[src/rtl/friscv_dbus_axil_bridge_if.sv]
// Native data-memory port plus AXI4-lite master channels of the dbus bridge.
// The bridge uses the master modport; the memory side/slave uses the slave modport.
interface friscv_dbus_axil_bridge_if #(
    parameter int unsigned ADDRW = 16,
    parameter int unsigned XLEN  = 32
);
    // Native load/store port
    logic                mem_en;
    logic                mem_wr;
    logic [ADDRW-1:0]    mem_addr;
    logic [XLEN-1:0]     mem_wdata;
    logic [XLEN/8-1:0]   mem_strb;
    logic [XLEN-1:0]     mem_rdata;
    logic                mem_ready;
    logic                mem_err;

    // AXI4-lite write channels
    logic                awvalid;
    logic                awready;
    logic [ADDRW+1:0]    awaddr;
    logic [2:0]          awprot;
    logic                wvalid;
    logic                wready;
    logic [XLEN-1:0]     wdata;
    logic [XLEN/8-1:0]   wstrb;
    logic                bvalid;
    logic                bready;
    logic [1:0]          bresp;

    // AXI4-lite read channels
    logic                arvalid;
    logic                arready;
    logic [ADDRW+1:0]    araddr;
    logic [2:0]          arprot;
    logic                rvalid;
    logic                rready;
    logic [XLEN-1:0]     rdata;
    logic [1:0]          rresp;

    modport master (
        input  mem_en, mem_wr, mem_addr, mem_wdata, mem_strb,
        output mem_rdata, mem_ready, mem_err,
        output awvalid, awaddr, awprot, wvalid, wdata, wstrb, bready,
        input  awready, wready, bvalid, bresp,
        output arvalid, araddr, arprot, rready,
        input  arready, rvalid, rdata, rresp
    );

    modport slave (
        output mem_en, mem_wr, mem_addr, mem_wdata, mem_strb,
        input  mem_rdata, mem_ready, mem_err,
        input  awvalid, awaddr, awprot, wvalid, wdata, wstrb, bready,
        output awready, wready, bvalid, bresp,
        input  arvalid, araddr, arprot, rready,
        output arready, rvalid, rdata, rresp
    );
endinterface

[src/rtl/friscv_dbus_axil_bridge.sv]
// Bridges the rv32i core's native data-memory port to a single-outstanding AXI4-lite master.
// Completion is a one-cycle mem_ready pulse with mem_err flagging a non-OKAY response.
module friscv_dbus_axil_bridge #(
    parameter int unsigned ADDRW = 16,
    parameter int unsigned XLEN  = 32
) (
    input logic                       aclk,
    input logic                       aresetn,
    friscv_dbus_axil_bridge_if.master bus
);

    localparam int unsigned STRBW = XLEN / 8;

    typedef enum logic [2:0] {
        StIdle,
        StWrReq,
        StWrResp,
        StRdReq,
        StRdResp,
        StDone
    } state_e;

    state_e             state_q;
    logic [ADDRW+1:0]   addr_q;
    logic [XLEN-1:0]    wdata_q;
    logic [STRBW-1:0]   strb_q;
    logic               aw_done_q;
    logic               w_done_q;

    logic               aw_fire;
    logic               w_fire;
    logic               aw_ok;
    logic               w_ok;

    assign aw_fire = bus.awvalid & bus.awready;
    assign w_fire  = bus.wvalid & bus.wready;
    // A channel counts as done if it completed earlier or is handshaking this cycle.
    assign aw_ok   = aw_done_q | aw_fire;
    assign w_ok    = w_done_q | w_fire;

    // One captured address serves both channels; only one transaction is ever live.
    assign bus.awaddr = addr_q;
    assign bus.araddr = addr_q;
    assign bus.wdata  = wdata_q;
    assign bus.wstrb  = strb_q;
    assign bus.awprot = 3'b000;
    assign bus.arprot = 3'b000;

    always_ff @(posedge aclk) begin
        if (!aresetn) begin
            state_q       <= StIdle;
            addr_q        <= '0;
            wdata_q       <= '0;
            strb_q        <= '0;
            aw_done_q     <= 1'b0;
            w_done_q      <= 1'b0;
            bus.awvalid   <= 1'b0;
            bus.wvalid    <= 1'b0;
            bus.bready    <= 1'b0;
            bus.arvalid   <= 1'b0;
            bus.rready    <= 1'b0;
            bus.mem_ready <= 1'b0;
            bus.mem_err   <= 1'b0;
            bus.mem_rdata <= '0;
        end else begin
            bus.mem_ready <= 1'b0;
            bus.mem_err   <= 1'b0;

            unique case (state_q)
                StIdle: begin
                    if (bus.mem_en) begin
                        addr_q  <= {bus.mem_addr, 2'b00};
                        wdata_q <= bus.mem_wdata;
                        strb_q  <= bus.mem_strb;
                        if (bus.mem_wr) begin
                            aw_done_q   <= 1'b0;
                            w_done_q    <= 1'b0;
                            bus.awvalid <= 1'b1;
                            bus.wvalid  <= 1'b1;
                            state_q     <= StWrReq;
                        end else begin
                            bus.arvalid <= 1'b1;
                            state_q     <= StRdReq;
                        end
                    end
                end

                StWrReq: begin
                    if (aw_fire) begin
                        bus.awvalid <= 1'b0;
                        aw_done_q   <= 1'b1;
                    end
                    if (w_fire) begin
                        bus.wvalid <= 1'b0;
                        w_done_q   <= 1'b1;
                    end
                    if (aw_ok && w_ok) begin
                        bus.bready <= 1'b1;
                        state_q    <= StWrResp;
                    end
                end

                StWrResp: begin
                    if (bus.bvalid) begin
                        bus.bready    <= 1'b0;
                        bus.mem_ready <= 1'b1;
                        bus.mem_err   <= (bus.bresp != 2'b00);
                        state_q       <= StDone;
                    end
                end

                StRdReq: begin
                    if (bus.arready) begin
                        bus.arvalid <= 1'b0;
                        bus.rready  <= 1'b1;
                        state_q     <= StRdResp;
                    end
                end

                StRdResp: begin
                    if (bus.rvalid) begin
                        bus.rready    <= 1'b0;
                        bus.mem_rdata <= bus.rdata;
                        bus.mem_ready <= 1'b1;
                        bus.mem_err   <= (bus.rresp != 2'b00);
                        state_q       <= StDone;
                    end
                end

                // The core changes its request on this edge, so mem_en is not looked at here.
                StDone: begin
                    state_q <= StIdle;
                end

                default: begin
                    state_q <= StIdle;
                end
            endcase
        end
    end

endmodule

[src/flat_wrapper.sv]
// flat-port wrapper written by rule: the top's interface ports become plain ports
module friscv_dbus_axil_bridge_flat 
#(
    parameter int unsigned ADDRW = 16,
    parameter int unsigned XLEN  = 32
)
  (aclk, aresetn, bus_mem_en, bus_mem_wr, bus_mem_addr, bus_mem_wdata, bus_mem_strb, bus_mem_rdata, bus_mem_ready, bus_mem_err, bus_awvalid, bus_awaddr, bus_awprot, bus_wvalid, bus_wdata, bus_wstrb, bus_bready, bus_awready, bus_wready, bus_bvalid, bus_bresp, bus_arvalid, bus_araddr, bus_arprot, bus_rready, bus_arready, bus_rvalid, bus_rdata, bus_rresp);
  friscv_dbus_axil_bridge_if #(.ADDRW(ADDRW), .XLEN(XLEN)) bus_i ();
  input logic aclk;
  input logic aresetn;
  input wire logic [$bits(bus_i.mem_en)-1:0] bus_mem_en;
  input wire logic [$bits(bus_i.mem_wr)-1:0] bus_mem_wr;
  input wire logic [$bits(bus_i.mem_addr)-1:0] bus_mem_addr;
  input wire logic [$bits(bus_i.mem_wdata)-1:0] bus_mem_wdata;
  input wire logic [$bits(bus_i.mem_strb)-1:0] bus_mem_strb;
  output wire logic [$bits(bus_i.mem_rdata)-1:0] bus_mem_rdata;
  output wire logic [$bits(bus_i.mem_ready)-1:0] bus_mem_ready;
  output wire logic [$bits(bus_i.mem_err)-1:0] bus_mem_err;
  output wire logic [$bits(bus_i.awvalid)-1:0] bus_awvalid;
  output wire logic [$bits(bus_i.awaddr)-1:0] bus_awaddr;
  output wire logic [$bits(bus_i.awprot)-1:0] bus_awprot;
  output wire logic [$bits(bus_i.wvalid)-1:0] bus_wvalid;
  output wire logic [$bits(bus_i.wdata)-1:0] bus_wdata;
  output wire logic [$bits(bus_i.wstrb)-1:0] bus_wstrb;
  output wire logic [$bits(bus_i.bready)-1:0] bus_bready;
  input wire logic [$bits(bus_i.awready)-1:0] bus_awready;
  input wire logic [$bits(bus_i.wready)-1:0] bus_wready;
  input wire logic [$bits(bus_i.bvalid)-1:0] bus_bvalid;
  input wire logic [$bits(bus_i.bresp)-1:0] bus_bresp;
  output wire logic [$bits(bus_i.arvalid)-1:0] bus_arvalid;
  output wire logic [$bits(bus_i.araddr)-1:0] bus_araddr;
  output wire logic [$bits(bus_i.arprot)-1:0] bus_arprot;
  output wire logic [$bits(bus_i.rready)-1:0] bus_rready;
  input wire logic [$bits(bus_i.arready)-1:0] bus_arready;
  input wire logic [$bits(bus_i.rvalid)-1:0] bus_rvalid;
  input wire logic [$bits(bus_i.rdata)-1:0] bus_rdata;
  input wire logic [$bits(bus_i.rresp)-1:0] bus_rresp;
  assign bus_i.mem_en = bus_mem_en;
  assign bus_i.mem_wr = bus_mem_wr;
  assign bus_i.mem_addr = bus_mem_addr;
  assign bus_i.mem_wdata = bus_mem_wdata;
  assign bus_i.mem_strb = bus_mem_strb;
  assign bus_mem_rdata = bus_i.mem_rdata;
  assign bus_mem_ready = bus_i.mem_ready;
  assign bus_mem_err = bus_i.mem_err;
  assign bus_awvalid = bus_i.awvalid;
  assign bus_awaddr = bus_i.awaddr;
  assign bus_awprot = bus_i.awprot;
  assign bus_wvalid = bus_i.wvalid;
  assign bus_wdata = bus_i.wdata;
  assign bus_wstrb = bus_i.wstrb;
  assign bus_bready = bus_i.bready;
  assign bus_i.awready = bus_awready;
  assign bus_i.wready = bus_wready;
  assign bus_i.bvalid = bus_bvalid;
  assign bus_i.bresp = bus_bresp;
  assign bus_arvalid = bus_i.arvalid;
  assign bus_araddr = bus_i.araddr;
  assign bus_arprot = bus_i.arprot;
  assign bus_rready = bus_i.rready;
  assign bus_i.arready = bus_arready;
  assign bus_i.rvalid = bus_rvalid;
  assign bus_i.rdata = bus_rdata;
  assign bus_i.rresp = bus_rresp;
  friscv_dbus_axil_bridge #(.ADDRW(ADDRW), .XLEN(XLEN)) u_core (.aclk(aclk), .aresetn(aresetn), .bus(bus_i));
endmodule
[config.mk]
export PLATFORM = sky130hd
export DESIGN_NAME = friscv_dbus_axil_bridge_flat
export DESIGN_NICKNAME = d
export VERILOG_FILES = /design/src/rtl/friscv_dbus_axil_bridge_if.sv /design/src/rtl/friscv_dbus_axil_bridge.sv /design/src/flat_wrapper.sv
export SDC_FILE = /design/constraint.sdc
export NUM_CORES = 1
export LEC_CHECK = 0
export CORE_UTILIZATION = 42
export DETAILED_ROUTE_END_ITERATION = 16
export PLACE_DENSITY_LB_ADDON = 0.3
export RECOVER_POWER = 50
export SLEW_MARGIN = 20
export SYNTH_ARGS = -nofsm -noshare
export SYNTH_HDL_FRONTEND = slang
export SYNTH_SLANG_ARGS = --single-unit
[constraint.sdc]
create_clock -name aclk -period 4.7 [get_ports aclk]
set_input_delay 1.41 -clock aclk [delete_from_list [all_inputs] [get_ports aclk]]
set_output_delay 1.41 -clock aclk [all_outputs]
set_load 0.03 [all_outputs]
### Word-level counts from Yosys, hierarchy flattened

Cells that the tools add are included.

* eq/ne operators: 13
* muxes and demuxes: 35
* bitwise gates (word level): 4
* reduce and logical (&&, ||, !) cells: 16

Operator list (count)
* 1-bit 2-to-1 mux: 19
* 1-bit one-hot mux with 2 select lines: 9
* 3-bit 2-to-1 mux: 5
* 3-bit one-hot mux with 5 select lines: 1
* 2-bit != test, second input constant: 6
* 4-bit AND reduction: 3
* 2-bit nonzero test: 6
* 3-bit by 2-bit equality test with 1-bit output, second input constant: 2
* 2-bit by 1-bit != test with 1-bit output, second input constant: 3
* 3-bit AND reduction: 2
* 5-bit AND reduction: 1
* 2-bit AND reduction: 2
* 3-bit by 1-bit equality test with 1-bit output, second input constant: 1
* 3-bit equality test, second input constant: 1
* 3-bit zero test: 1
* 1-bit bitwise AND: 2
* 2-bit 2-to-1 mux: 1
* 1-bit OR: 2
* 1-bit logical AND: 1

* bits in registers: 96
* input bits: 97
* output and inout port bits: 117
* logic and storage cells: 82

### Logic depth before layout (Yosys ltp)

Gate-level depths: netlist of run 1.

* depth after elaboration: 5
* mapped depth: 6
* depth with buffers taken out: 3

### Least setup slack after synthesis of run 1

Ideal clock, no wire load.

* kind: input -> register
* start: in bus_mem_en
* end: reg u_core.addr_q[10], in the netlist u_core.bus.araddr[10]
* setup time: 0.116 ns
* arrival: 2.239 ns
* required time: 4.584 ns
* slack: 2.344 ns
* stages on the path: 5
* buffers on the path: 2
* path through: or4b_1 > buf_6 > buf_6 > nand2_1 > a21boi_1

* cells in the longest elaborated chain, start to end: 1

Ends and longest elaborated chain
* start: declaration: line flat_wrapper.sv:11 `input wire logic [$bits(bus_i.mem_en)-1:0] bus_mem_en;`
* 2-bit AND reduction (no line)
* end signal: assignment: line friscv_dbus_axil_bridge.sv:72 `addr_q <= {bus.mem_addr, 2'b00};`
* end: declaration: line friscv_dbus_axil_bridge.sv:24 `logic [ADDRW+1:0] addr_q;`

Every way passes these cells.
A chain may end at the register's enable or synchronous reset.

### Worst setup path in the final report of run 1

* start: in aresetn
* end: reg u_core.addr_q[17], in the netlist u_core.bus.araddr[17]

RTL lines
* start: declaration: line flat_wrapper.sv:10 `input logic aresetn;`

No word-level cell between the ends.

==> results of run 1 <==
==> worst paths after layout <==
check	from	to	slack, ps	cells after the start
min reg2reg	u_core.bus.mem_rdata[30]	u_core.bus.mem_rdata[30]	470	2
max reg2reg	u_core.state_q[2]	u_core.bus.mem_err	2830	4
min	u_core.bus.mem_rdata[30]	u_core.bus.mem_rdata[30]	470	2
max	aresetn	u_core.bus.araddr[17]	1460	3
==> per-stage QoR <==
stage	total power [W]	instance area (um2)	setup WS [ps]	std cells	util
after floorplan	0.001140	3979	2344	471	-
after global placement	0.001300	5793	1140	727	0.6516
after detailed placement	0.001309	5797	1506	727	0.6520
after CTS	0.001876	6013	1842	743	0.6763
after global routing	0.001940	6012	1150	743	0.6762
final	0.001849	6012	1459	743	0.6762
==> kinds of logic (layout without fill, tap and decap cells) <==
logic type / count (synthesis) / in the layout / share of synthesized area
flip-flops: 96 / 96 / 0.4872
multiplexers: 1 / 1 / 0.002537
AND/OR/NAND/NOR: 194 / 194 / 0.2062
AO/OA/AOI/OAI: 107 / 107 / 0.1998
buffers and inverters: 63 / 227 / 0.1034
other: 1 / 10 / 0.0009506
==> metal layers <==
layer,global-route usage,vias up,part of all wire
li1,-,1795,-
met1,0.2384,1639,0.42
met2,0.3550,145,0.47
met3,0.07589,16,0.093
met4,0.07807,0,0.020
met5,0,-,0
==> where the power goes <==
group	internal [W]	leakage [nW]	switching, W
Clock	0.000293	0.110	0.000276
Sequential	0.000853	0.782	0.0000296
Combinational	0.000189	1.26	0.000208
==> area by class of cell <==
cell class                 count  area, um2
sequential                    96       1922
timing repair buffer         207       2056
inverter                       4      15.01
clock buffer                  13      168.9
tap                          108      135.1
fill                         692       2879
multi-input combinational    312       1668
clock inverter                 3      47.55
==> sequential cells by signal, indices dropped and copies added (netlist names) <==
register and flops:
u_core.aw_done_q 1, u_core.bus.araddr 16, u_core.bus.arvalid 1, u_core.bus.awvalid 1, u_core.bus.bready 1, u_core.bus.mem_err 1, u_core.bus.mem_rdata 32, u_core.bus.mem_ready 1
u_core.bus.rready 1, u_core.bus.wdata 32, u_core.bus.wstrb 4, u_core.bus.wvalid 1, u_core.state_q 3, u_core.w_done_q 1
==> placed cells by master, fill, tap and decap left out, types with 2 or more instances in the layout <==
master,count
a21oi_1,3
nand2_1,171
clkbuf_8,12
nor2b_1,3
clkbuf_1,2
dfxtp_1,96
a31oi_1,2
o31a_1,2
buf_4,4
inv_1,4
a21boi_0,85
nor2_1,5
o21a_1,2
clkdlybuf4s50_1,196
conb_1,10
dlygate4sd3_1,6
nand2b_1,4
o21ai_0,6
==> worst register-to-register path, cell delays in order (launching register included) <==
cell,delay [ps]
dfxtp_1,610
nor4bb_4,270
buf_4,350
o21ai_0,240
a221oi_1,310
==> impl_metrics.py, run 1 <==
metrics = {
    "place": {
        "io_buffer_count": 203,
        "place_hpwl_mm": 7.309,
        "gp_congestion": 0.7666,
    },
    "global_routing": {
        "grt_start_max_net_pins": 55,
        "grt_use_total": 0.2083,
        "grt_pass1_vias": 3385,
        "grt_pass1_wl_mm": 16.16,
        "antenna_found_initial": 0,
        "gr-total-overflow": 0,
    },
    "sta": {
        "worstMarginPinSlew_ps": 1850,
        "max_clock_freq_mhz": 308.5,
        "timing.slew.headroom": -0.2336,
        "hold_viol_final": 0,
        "finalCriticalPeriod_ps": 3241,
        "finClkSkew_ps": 10.91,
        "report.final.slew_viol_count": 54,
        "setup_viol": 0,
        "grt_setup_unrepaired": "false",
        "post-route-period-util": 0.6897,
        "setup_tns_ps": 0,
        "holdWs_ps": 466.3,
    },
    "yosys": {
        "synth_edf_count": 0,
        "synth_area_um2": 3945,
        "syn_inst": 462,
        "synth.avg_cell_area_um2": 8.539,
        "yosysMostFrequentCell": "nand2_1",
        "synthArstFlopShare": 0,
        "ys_warn_count": 0,
        "synth_area_leaders": "dfxtp_1 49%, nand2_1 16%, a21boi_1 9.7%",
        "synth_top_area_frac": 0.4872,
        "synth_cell_types": 37,
        "ys_top_cells_by_count": "171 x nand2_1, 96 x dfxtp_1, 51 x a21boi_1, 35 x a21boi_0, 26 x buf_4",
        "synth_ff_type": "dfxtp_1",
        "ys_seq_area_frac": 0.4872,
        "synth_seq_cells": 96,
        "synth_top_area_cell": "dfxtp_1",
    },
    "setup_path": {
        "worst_setup_path_start_kind": "input pin",
        "critPathRequiredTime_ps": 4960,
        "slowest_stage": "clkbuf_1",
        "path_class": "in -> reg",
        "crit_arrival_ps": 3510,
        "crit_buf_inv": 2,
        "path_cells": "clkbuf_1 > buf_4 > a21boi_0",
        "crit_fanout": 53,
        "crit_family": "buffers and inverters",
        "end_kind": "register",
        "slowest_delay_ps": 1300,
    },
    "routing": {
        "drtIter0Drc": 73,
        "drc_errors": 0,
        "detail_route.first_pass.iterations": 4,
        "post_drt_wl_per_cell_um": 13.53,
        "via_per_inst": 4.838,
        "routed_wl_mm": 10.05,
        "vias": 3595,
        "ant_nets": 0,
    },
    "layout": {
        "area_growth_pct": 52.39,
        "drive_gt1_frac": 0.03937,
        "diodes": 0,
        "fin_nets": 727,
    },
    "clock_network": {
        "cts_tree": "yes",
        "cts_buffer_depth": 2,
        "cts_hold_buf": 0,
        "path_clk_slew_ps": 90,
        "htree_levels": 3,
        "cts_inserted_buffers": 9,
        "clock-root-buffer": "clkbuf_8",
        "clkLatencyLatePin_ps": 350,
        "cts_resized": 0,
        "postCtsSetupRepairBufs": 0,
        "cts.sinks": 96,
    },
    "job": {
        "cap_viol_max_count": 1,
    },
    "floorplan": {
        "io-pin-count": 214,
        "die_x_um": 98.92,
        "start_util": 0.4437,
        "dieArea_um2": 9784,
        "die_h_um": 98.92,
        "fp.coreArea_um2": 8891,
        "num_rows": 34,
    },
    "pwr": {
        "p_per_area_nw_per_um2": 307.5,
        "power_leakage_nw": 2.153,
        "peakVddDrop_mv": 0.1724,
    },
    "status": {
        "status": "complete, but fails checks",
        "violations": "capacitance limit, slew limit",
    },
    "worst_hold_path": {
        "hp-class": "reg -> reg",
    },
}
(Power assumes the default switching activity.)
==> run 2: changes to the inputs <==
CORE_UTILIZATION = 35   (was 42)
clock period = 2.9 ns   (was 4.7 ns; I/O delays follow)
==> impl_metrics.py, run 2 (synthesis results as in run 1) <==
metrics = {
    "routing": {
        "drtIter0Drc": 146,
        "ant_nets": 0,
        "detail_route.first_pass.iterations": 4,
        "vias": 3569,
        "post_drt_wl_per_cell_um": 12.87,
        "via_per_inst": 4.587,
        "routed_wl_mm": 10.01,
        "drc_errors": 0,
    },
    "layout": {
        "layout_commonest_cell": "clkdlybuf4s50_1",
        "drive_gt1_frac": 0.04232,
        "fin_nets": 730,
        "diodes": 0,
        "layout_common_cells": "189 x clkdlybuf4s50_1, 171 x nand2_1, 96 x dfxtp_1, 80 x a21boi_0, 13 x dlygate4sd3_1",
        "area_growth_pct": 52.68,
        "final_cell_area_um2": 6023,
    },
    "setup_path": {
        "crit_arrival_ps": 2740,
        "end_kind": "register",
        "path_class": "in -> reg",
        "crit_path_start": "bus_mem_en",
        "crit_fanout": 14,
        "worst_setup_path_start_kind": "input pin",
        "critPathRequiredTime_ps": 3180,
        "slowest_delay_ps": 560,
        "slowest_stage": "dlygate4sd3_1",
        "crit_family": "buffers and inverters",
        "path_cells": "dlygate4sd3_1 > nor4b_1 > clkbuf_1 > nand2_1 > a21boi_0",
        "crit_buf_inv": 2,
        "timing.rr.start": "u_core.state_q[1]",
    },
    "pwr": {
        "p_sw_frac": 0.2910,
        "pwr-share-clk": 0.272,
        "power_leakage_nw": 2.169,
        "intPower_w": 0.002023,
        "peakVddDrop_mv": 0.2382,
        "p_per_area_nw_per_um2": 473.7,
        "pwr-share-seq": 0.501,
        "comb_power_share": 0.227,
        "switchingPower_w": 0.0008301,
    },
    "clock_network": {
        "cts_tree": "yes",
        "cts_inserted_buffers": 9,
        "htree_levels": 3,
        "postCtsSetupRepairBufs": 0,
        "clkLatencyLatePin_ps": 340,
        "cts_buffer_depth": 2,
        "cts.sinks": 96,
        "cts_resized": 0,
        "path_clk_slew_ps": 90,
        "clock-root-buffer": "clkbuf_8",
        "cts_hold_buf": 0,
    },
    "floorplan": {
        "die_h_um": 108.2,
        "fp.coreArea_um2": 10890,
        "num_rows": 38,
        "start_util": 0.3623,
        "io-pin-count": 214,
        "dieArea_um2": 11700,
        "die_x_um": 108.2,
    },
    "job": {
        "cap_viol_max_count": 0,
    },
    "sta": {
        "report.final.slew_viol_count": 0,
        "finalCriticalPeriod_ps": 2466,
        "finClkSkew_ps": 9.846,
        "max_clock_freq_mhz": 405.5,
        "hold_viol_final": 0,
        "timing.slew.headroom": 0.5431,
        "worstMarginPinSlew_ps": 685.3,
        "grt_setup_unrepaired": "false",
        "finalWorstSetupSlack_ps": 433.7,
        "post-route-period-util": 0.8504,
        "setup_viol": 0,
        "setup_tns_ps": 0,
    },
    "worst_hold_path": {
        "hp-class": "reg -> reg",
        "hold_start": "u_core.bus.wdata[14]",
    },
    "global_routing": {
        "grt_start_max_net_pins": 53,
        "grt_use_total": 0.1683,
        "grt_pass1_wl_mm": 15.46,
        "grt_pass1_vias": 3342,
        "gr-total-overflow": 0,
        "antenna_found_initial": 0,
    },
    "place": {
        "pre_cts_slack_ps": 304.8,
        "io_buffer_count": 203,
        "place_hpwl_mm": 7.306,
        "dpl_cell_area_um2": 5881,
        "gp_congestion": 0.7633,
    },
    "status": {
        "status": "finished, final reports clean",
    },
}
[run 2: power by group through the flow]
stage,clock (W),sequential (W),combinational [W]
finish,0.000775,0.00143,0.000649
global route,0.000864,0.00144,0.000695
CTS,0.000812,0.00143,0.000671
detailed placement,0,0.00146,0.000669
global placement,0,0.00146,0.000664
floorplan,0,0.00157,0.000279
[run 2: worst min-delay path: stages, from the launching register on]
cell and delay (ps):
dfxtp_1 320, nand2_1 50, a21boi_1 50
[run 2: final cells by class]
class / count / area [um2]
Fill cell: 1013 / 4865
Timing Repair Buffer: 210 / 2098
Sequential cell: 96 / 1922
Multi-Input combinational cell: 312 / 1642
Tap cell: 140 / 175.2
Clock buffer: 10 / 137.6
Clock inverter: 6 / 33.78
Inverter: 4 / 15.01
[run 2: layer usage]
metal  track usage  share of wire  vias up
met3       0.06329           0.12        8
met1        0.1931           0.41     1616
met2        0.2839           0.46      140
met5             0              0        -
li1              -              -     1805
met4       0.06164         0.0096        0
[run 2: path summary, 6_finish.rpt]
check,end,slack (ps),cells past startpoint
worst min register to register,u_core.bus.wdata[14],460,2
worst min-delay path,u_core.bus.wdata[14],460,2
worst max-delay path,u_core.bus.awvalid,430,5
worst max register to register,u_core.bus.awvalid,980,4
[run 2: stage by stage]
stage	instances	total power (W)	hold slack, ps	util
floorplan	471	0.001847	437.6	-
global placement	762	0.002123	439.9	0.5401
detailed placement	762	0.002132	444.8	0.5401
CTS	778	0.002915	457.5	0.5558
global route	778	0.002999	476.6	0.5532
finish	778	0.002853	456.5	0.5532
==> run 3: changes to the inputs <==
CTS_BUF_LIST = sky130_fd_sc_hd__clkbuf_16   (was not set)
CTS_CLUSTER_DIAMETER = 80   (was not set)
==> impl_metrics.py, run 3 (synthesis results as in run 1) <==
metrics = {
    "layout": {
        "drive_gt1_frac": 0.04075,
        "fill_cells": 1001,
        "fin_nets": 730,
        "final_util": 0.5616,
        "diodes": 0,
        "layout_commonest_cell": "nand2_1",
        "area_growth_pct": 55.00,
        "fin_cells": 778,
        "layout_common_cells": "171 x nand2_1, 150 x clkdlybuf4s50_1, 96 x dfxtp_1, 52 x dlygate4sd3_1, 44 x a21boi_1",
    },
    "global_routing": {
        "gr-total-overflow": 0,
        "grt_pass1_vias": 3341,
        "grt_start_max_net_pins": 53,
        "grt_use_total": 0.1699,
        "grt_pass1_wl_mm": 15.53,
        "antenna_found_initial": 0,
    },
    "floorplan": {
        "num_rows": 38,
        "fp.coreArea_um2": 10890,
        "die_x_um": 108.2,
        "start_util": 0.3623,
        "dieArea_um2": 11700,
        "io-pin-count": 214,
        "die_h_um": 108.2,
    },
    "routing": {
        "ant_nets": 0,
        "via_per_inst": 4.604,
        "vias": 3582,
        "drc_errors": 0,
        "drtIter0Drc": 204,
        "post_drt_wl_per_cell_um": 12.92,
        "detail_route.first_pass.iterations": 4,
        "routed_wl_mm": 10.05,
    },
    "pwr": {
        "peakVddDrop_mv": 0.2377,
        "power_leakage_nw": 2.355,
        "p_per_area_nw_per_um2": 512.4,
    },
    "clock_network": {
        "postCtsSetupRepairBufs": 0,
        "clock-root-buffer": "clkbuf_16",
        "cts_tree": "yes",
        "clkLatencyLatePin_ps": 330,
        "cts_buffer_depth": 2,
        "cts.sinks": 96,
        "htree_levels": 3,
        "cts_resized": 0,
        "cts_hold_buf": 0,
        "path_clk_slew_ps": 70,
        "cts_inserted_buffers": 9,
    },
    "place": {
        "io_buffer_count": 203,
        "placedCellCount": 762,
        "gp_congestion": 0.7633,
        "place_hpwl_mm": 7.306,
    },
    "sta": {
        "max_clock_freq_mhz": 416.8,
        "worstMarginPinSlew_ps": 684.6,
        "post-route-period-util": 0.8273,
        "setup_viol": 0,
        "finClkSkew_ps": 6.878,
        "report.final.slew_viol_count": 0,
        "grt_setup_unrepaired": "false",
        "hold_viol_final": 0,
        "finalCriticalPeriod_ps": 2399,
        "setup_tns_ps": 0,
        "timing.slew.headroom": 0.5436,
        "holdWs_ps": 449.4,
    },
    "setup_path": {
        "crit_fanout": 14,
        "worst_setup_path_start_kind": "input pin",
        "crit_arrival_ps": 2660,
        "path_class": "in -> reg",
        "end_kind": "register",
        "critPathRequiredTime_ps": 3160,
    },
    "job": {
        "cap_viol_max_count": 0,
    },
    "status": {
        "status": "finished, final reports clean",
    },
    "worst_hold_path": {
        "hp-class": "reg -> reg",
    },
}
==> run 3: cell count changes in the layout (fill, tap and decap cells not counted) <==
cell / before / now
clkinv_1: 0 / 1
dlygate4sd3_1: 13 / 52
a21boi_1: 6 / 44
a21boi_0: 80 / 42
clkdlybuf4s50_1: 189 / 150
clkbuf_16: 0 / 9
clkbuf_8: 10 / 0
==> run 3: worst paths after layout <==
kind,start,to,slack [ps],depth (start not counted)
worst max register to register,u_core.state_q[1],u_core.bus.awvalid,990,4
worst min-delay path,u_core.bus.wdata[4],u_core.bus.wdata[4],450,2
worst min register to register,u_core.bus.wdata[4],u_core.bus.wdata[4],450,2
worst max-delay path,bus_mem_en,u_core.bus.awvalid,500,5
==> run 3: per-stage QoR <==
stage / worst slack [ps] / power [W] / area [um2]
after floorplan: 1084 / 0.001847 / 3979
after global placement: 336.9 / 0.002123 / 5881
after detailed placement: 304.8 / 0.002132 / 5881
after CTS: 602.7 / 0.003201 / 6143
after global routing: 346.2 / 0.003281 / 6115
final: 500.8 / 0.003133 / 6115
==> run 3: metal layers <==
metal	vias up	routed length (um)	track usage
li1	1810	-	-
met1	1614	4169	0.1964
met2	148	4558	0.2816
met3	10	1175	0.06329
met4	0	145	0.07045
met5	-	0	0
==> run 3: critical path, stage by stage <==
cell and delay (ps):
clkdlybuf4s50_1 490, nor4b_1 360, clkbuf_1 560, nand2_1 190, a21boi_0 190
==> run 3: final cells by class <==
type	instances	area, um2	area share
Clock buffer	9	225.2	0.03683
Clock inverter	7	37.54	0.006139
Inverter	4	15.01	0.002455
Multi-Input combinational cell	312	1642	0.2685
Sequential cell	96	1922	0.3143
Tap cell	140	175.2	0.02865
Timing Repair Buffer	210	2098	0.3432
==> run 3: power by group <==
part	switching (W)	leakage, nW	total [W]	internal, W
Combinational	0.000342	1.44	0.000646	0.000304
Clock	0.000484	0.137	0.00106	0.000573
Sequential	0.0000463	0.782	0.00143	0.00138
Total	0.000873	2.35	0.00313	0.00226
==> variant, RTL diff (settings of run 3) <==
The 6 states of `state_e` get a Gray code encoding in 3 bits.
--- a/src/rtl/friscv_dbus_axil_bridge.sv
+++ b/src/rtl/friscv_dbus_axil_bridge.sv
@@ -13,10 +13,10 @@
 
     typedef enum logic [2:0] {
-        StIdle,
-        StWrReq,
-        StWrResp,
-        StRdReq,
-        StRdResp,
-        StDone
+        StIdle   = 3'b000,
+        StWrReq  = 3'b001,
+        StWrResp = 3'b011,
+        StRdReq  = 3'b010,
+        StRdResp = 3'b110,
+        StDone   = 3'b111
     } state_e;
 
Function: no difference found for any inputs over 4 cycles, from zero or initial values and one cycle with aresetn low; so few cycles prove little.
==> variant against run 3 <==
Setup slack worse by 0.017 ns. Via count is 0.22% higher. Synthesized cell count is 1.5% lower. Sequential share of layout area is 1.1 points higher. Clock power is 9% higher. Die area is 5.9% lower. Routed wire length is 2.5% lower. Total power is 4.4% higher. Synthesized area is 6.0% lower. Global-route usage is 0.58 points higher. Sequential cell count stayed put. Final area is 3.4% lower. Critical path type unchanged. Critical endpoint is now u_core.aw_done_q. Largest power group unchanged. Highest routed layer unchanged.
==> variant: results (changes against run 3) <==
- drt wl/cell: 12.7 microns, was 12.9 microns
- worst flop-to-flop path endpoint: u_core.aw_done_q, was u_core.bus.awvalid
- fillers: 968, was 1001
- count of yosys warnings during synthesis: 0, unchanged
- post-DR vias/cell: 4.66, was 4.60
- data arrival time of the worst path: 2.64 ns, was 2.66 ns
- Worst Hold Depth: 2, unchanged
- gp weighted congestion: 0.758, was 0.763
- cells on worst reg2reg path: 4, unchanged
- Clock Skew: 0.00813 ns, was 0.00688 ns
- wire length of the first global-routing pass: 15700 microns, was 15500 microns
- fraction of final layout cells with drive strength greater than 1: 3.79%, was 4.08%
- insertion delay of the later-clocked pin in the worst-skew pair: 0.33 ns, about the same
- quantity of I/O buffers inserted on ports: 203, unchanged
- Leak Pwr: 2.15 nW, was 2.35 nW
- Max rail drop VDD: 0.253 mV, was 0.238 mV
- top cell type by total area after synthesis: dfxtp_1, unchanged
- root buf cell: clkbuf_16, unchanged
- worst setup path startpoint: bus_mem_en, unchanged
- crit path max fanout: 34, was 14
- top area cells in the synthesized netlist: dfxtp_1 (52%), nand2_1 (17%), a21oi_1 (12%), was dfxtp_1 (49%), nand2_1 (16%), a21boi_1 (9.7%)
- Synth cell types: 31, was 37
- 1st-pass router iterations: 4, unchanged
- number of nets in the layout: 726, was 730
- worst hold slack after final layout: 0.448 ns, was 0.449 ns
- startpoint of the most critical register-to-register path: u_core.state_q[0], was u_core.state_q[1]
- commonest cells in the synthesized netlist: nand2_1 (172), dfxtp_1 (96), a21oi_1 (92), buf_4 (27), clkbuf_1 (15), was nand2_1 (171), dfxtp_1 (96), a21boi_1 (51), a21boi_0 (35), buf_4 (26)
- Adder-Cell Fraction of Synth Area: 0%, unchanged
- initial antenna violation count: 0, unchanged
- portion of the post-synthesis area used by sequential elements: 51.8%, was 48.7%
- vias in the first global route: 3386, was 3341
- post-synthesis xor/xnor area fraction: 0.236%, was 0%
- origin of the worst min-delay path: u_core.bus.mem_rdata[30], was u_core.bus.wdata[4]
- post-cts sizing count: 0, unchanged
- Placement Setup Slack: 0.373 ns, was 0.305 ns
- Hold Crit Endpoint: u_core.bus.mem_rdata[30], was u_core.bus.wdata[4]
- antenna fix cells: 0, unchanged
- Compound-Gate Fraction of Synth Area: 15.4%, was 20.0%
- CTS H-Tree Depth: 3, unchanged
- half-perimeter wire length after placement: 7130 microns, was 7310 microns
- critical path's slowest cell: nor4b_1, was clkbuf_1
- aggregate global-route resource usage: 17.6%, was 17.0%
- register-to-register setup slack: 1.10 ns, was 0.99 ns
- Initial DRC Count: 135, was 204
- share of synthesized area spent on multiplexers: 0%, was 0.254%
- setup tns final: 0 ns, unchanged
- number of clock buffers inserted by TritonCTS: 9, unchanged
- maximum single-stage delay on the critical path: 0.61 ns, was 0.56 ns
- run status: finished, final reports clean, unchanged
- relative slew slack: 31.8%, was 54.4%
==> variant: cell count changes after synthesis, sizes merged, moves of 3 or more <==
cell           run 3  this run
nor2b              3         0
nand3              0         7
nor2               6         1
a21oi              3        93
a21boi            86         0
o21ai              6         3
nand2b             4         0
buf               45        41
==> variant: through the flow <==
step / area (sq um) / power [W] / cells
floorplan: 3740 / 0.00187 / 464
global placement: 5640 / 0.00214 / 754
detailed placement: 5640 / 0.00215 / 754
CTS: 5930 / 0.00332 / 770
global route: 5910 / 0.00342 / 770
finish: 5910 / 0.00327 / 770
==> variant: kinds of logic after synthesis <==
logic type,count (synthesis)
flops,96
compound gates,106
xor+xnor,1
simple gates,191
buf+inv,60
other cells,1
==> variant: final cells by class <==
cell class              instances  area share, %
multi-input cells             308           23.4
clock inverters                 7           1.21
clock buffers                   9           3.81
well taps                     136           2.88
inverters                       4          0.254
repair buffers                210           35.9
flip-flops and latches         96           32.5
==> variant: worst max path at each step <==
| stage | to | depth (start not counted) | slack [ns] |
|---|---|---|---|
| after floorplan | u_core.bus.wdata[31] | 5 | 1.06 |
| after global placement | u_core.bus.wdata[31] | 5 | 0.39 |
| after detailed placement | u_core.bus.wdata[31] | 5 | 0.37 |
| after CTS | bus_wvalid | 1 | 0.59 |
| after global routing | u_core.bus.wdata[15] | 5 | 0.35 |
| final | u_core.aw_done_q | 5 | 0.48 |
==> variant: routing by layer <==
| metal | GRT usage (%) | wire [microns] | vias to the layer above | share of wire (%) |
|---|---|---|---|---|
| li1 | - | - | 1797 | - |
| met1 | 20.1 | 4100 | 1621 | 42 |
| met2 | 29.5 | 4520 | 161 | 46 |
| met3 | 7.17 | 1050 | 11 | 11 |
| met4 | 6.14 | 127 | 0 | 1.3 |
| met5 | 0 | 0 | - | 0 |
==> variant: report_power, final <==
part           switching (W)  leakage, nW  internal, W  total (W)
logic               0.000360         1.22     0.000310   0.000670
registers          0.0000496        0.782      0.00139    0.00144
clock network       0.000494        0.141     0.000669    0.00116
==> variant: worst register-to-register path, delay by kind of cell (launching register included) <==
kind | cells | cell delay (ns)
flip-flops | 1 | 0.47
AO/OA/AOI/OAI | 1 | 0.15
buffers and inverters | 1 | 0.26
AND/OR/NAND/NOR | 2 | 0.82
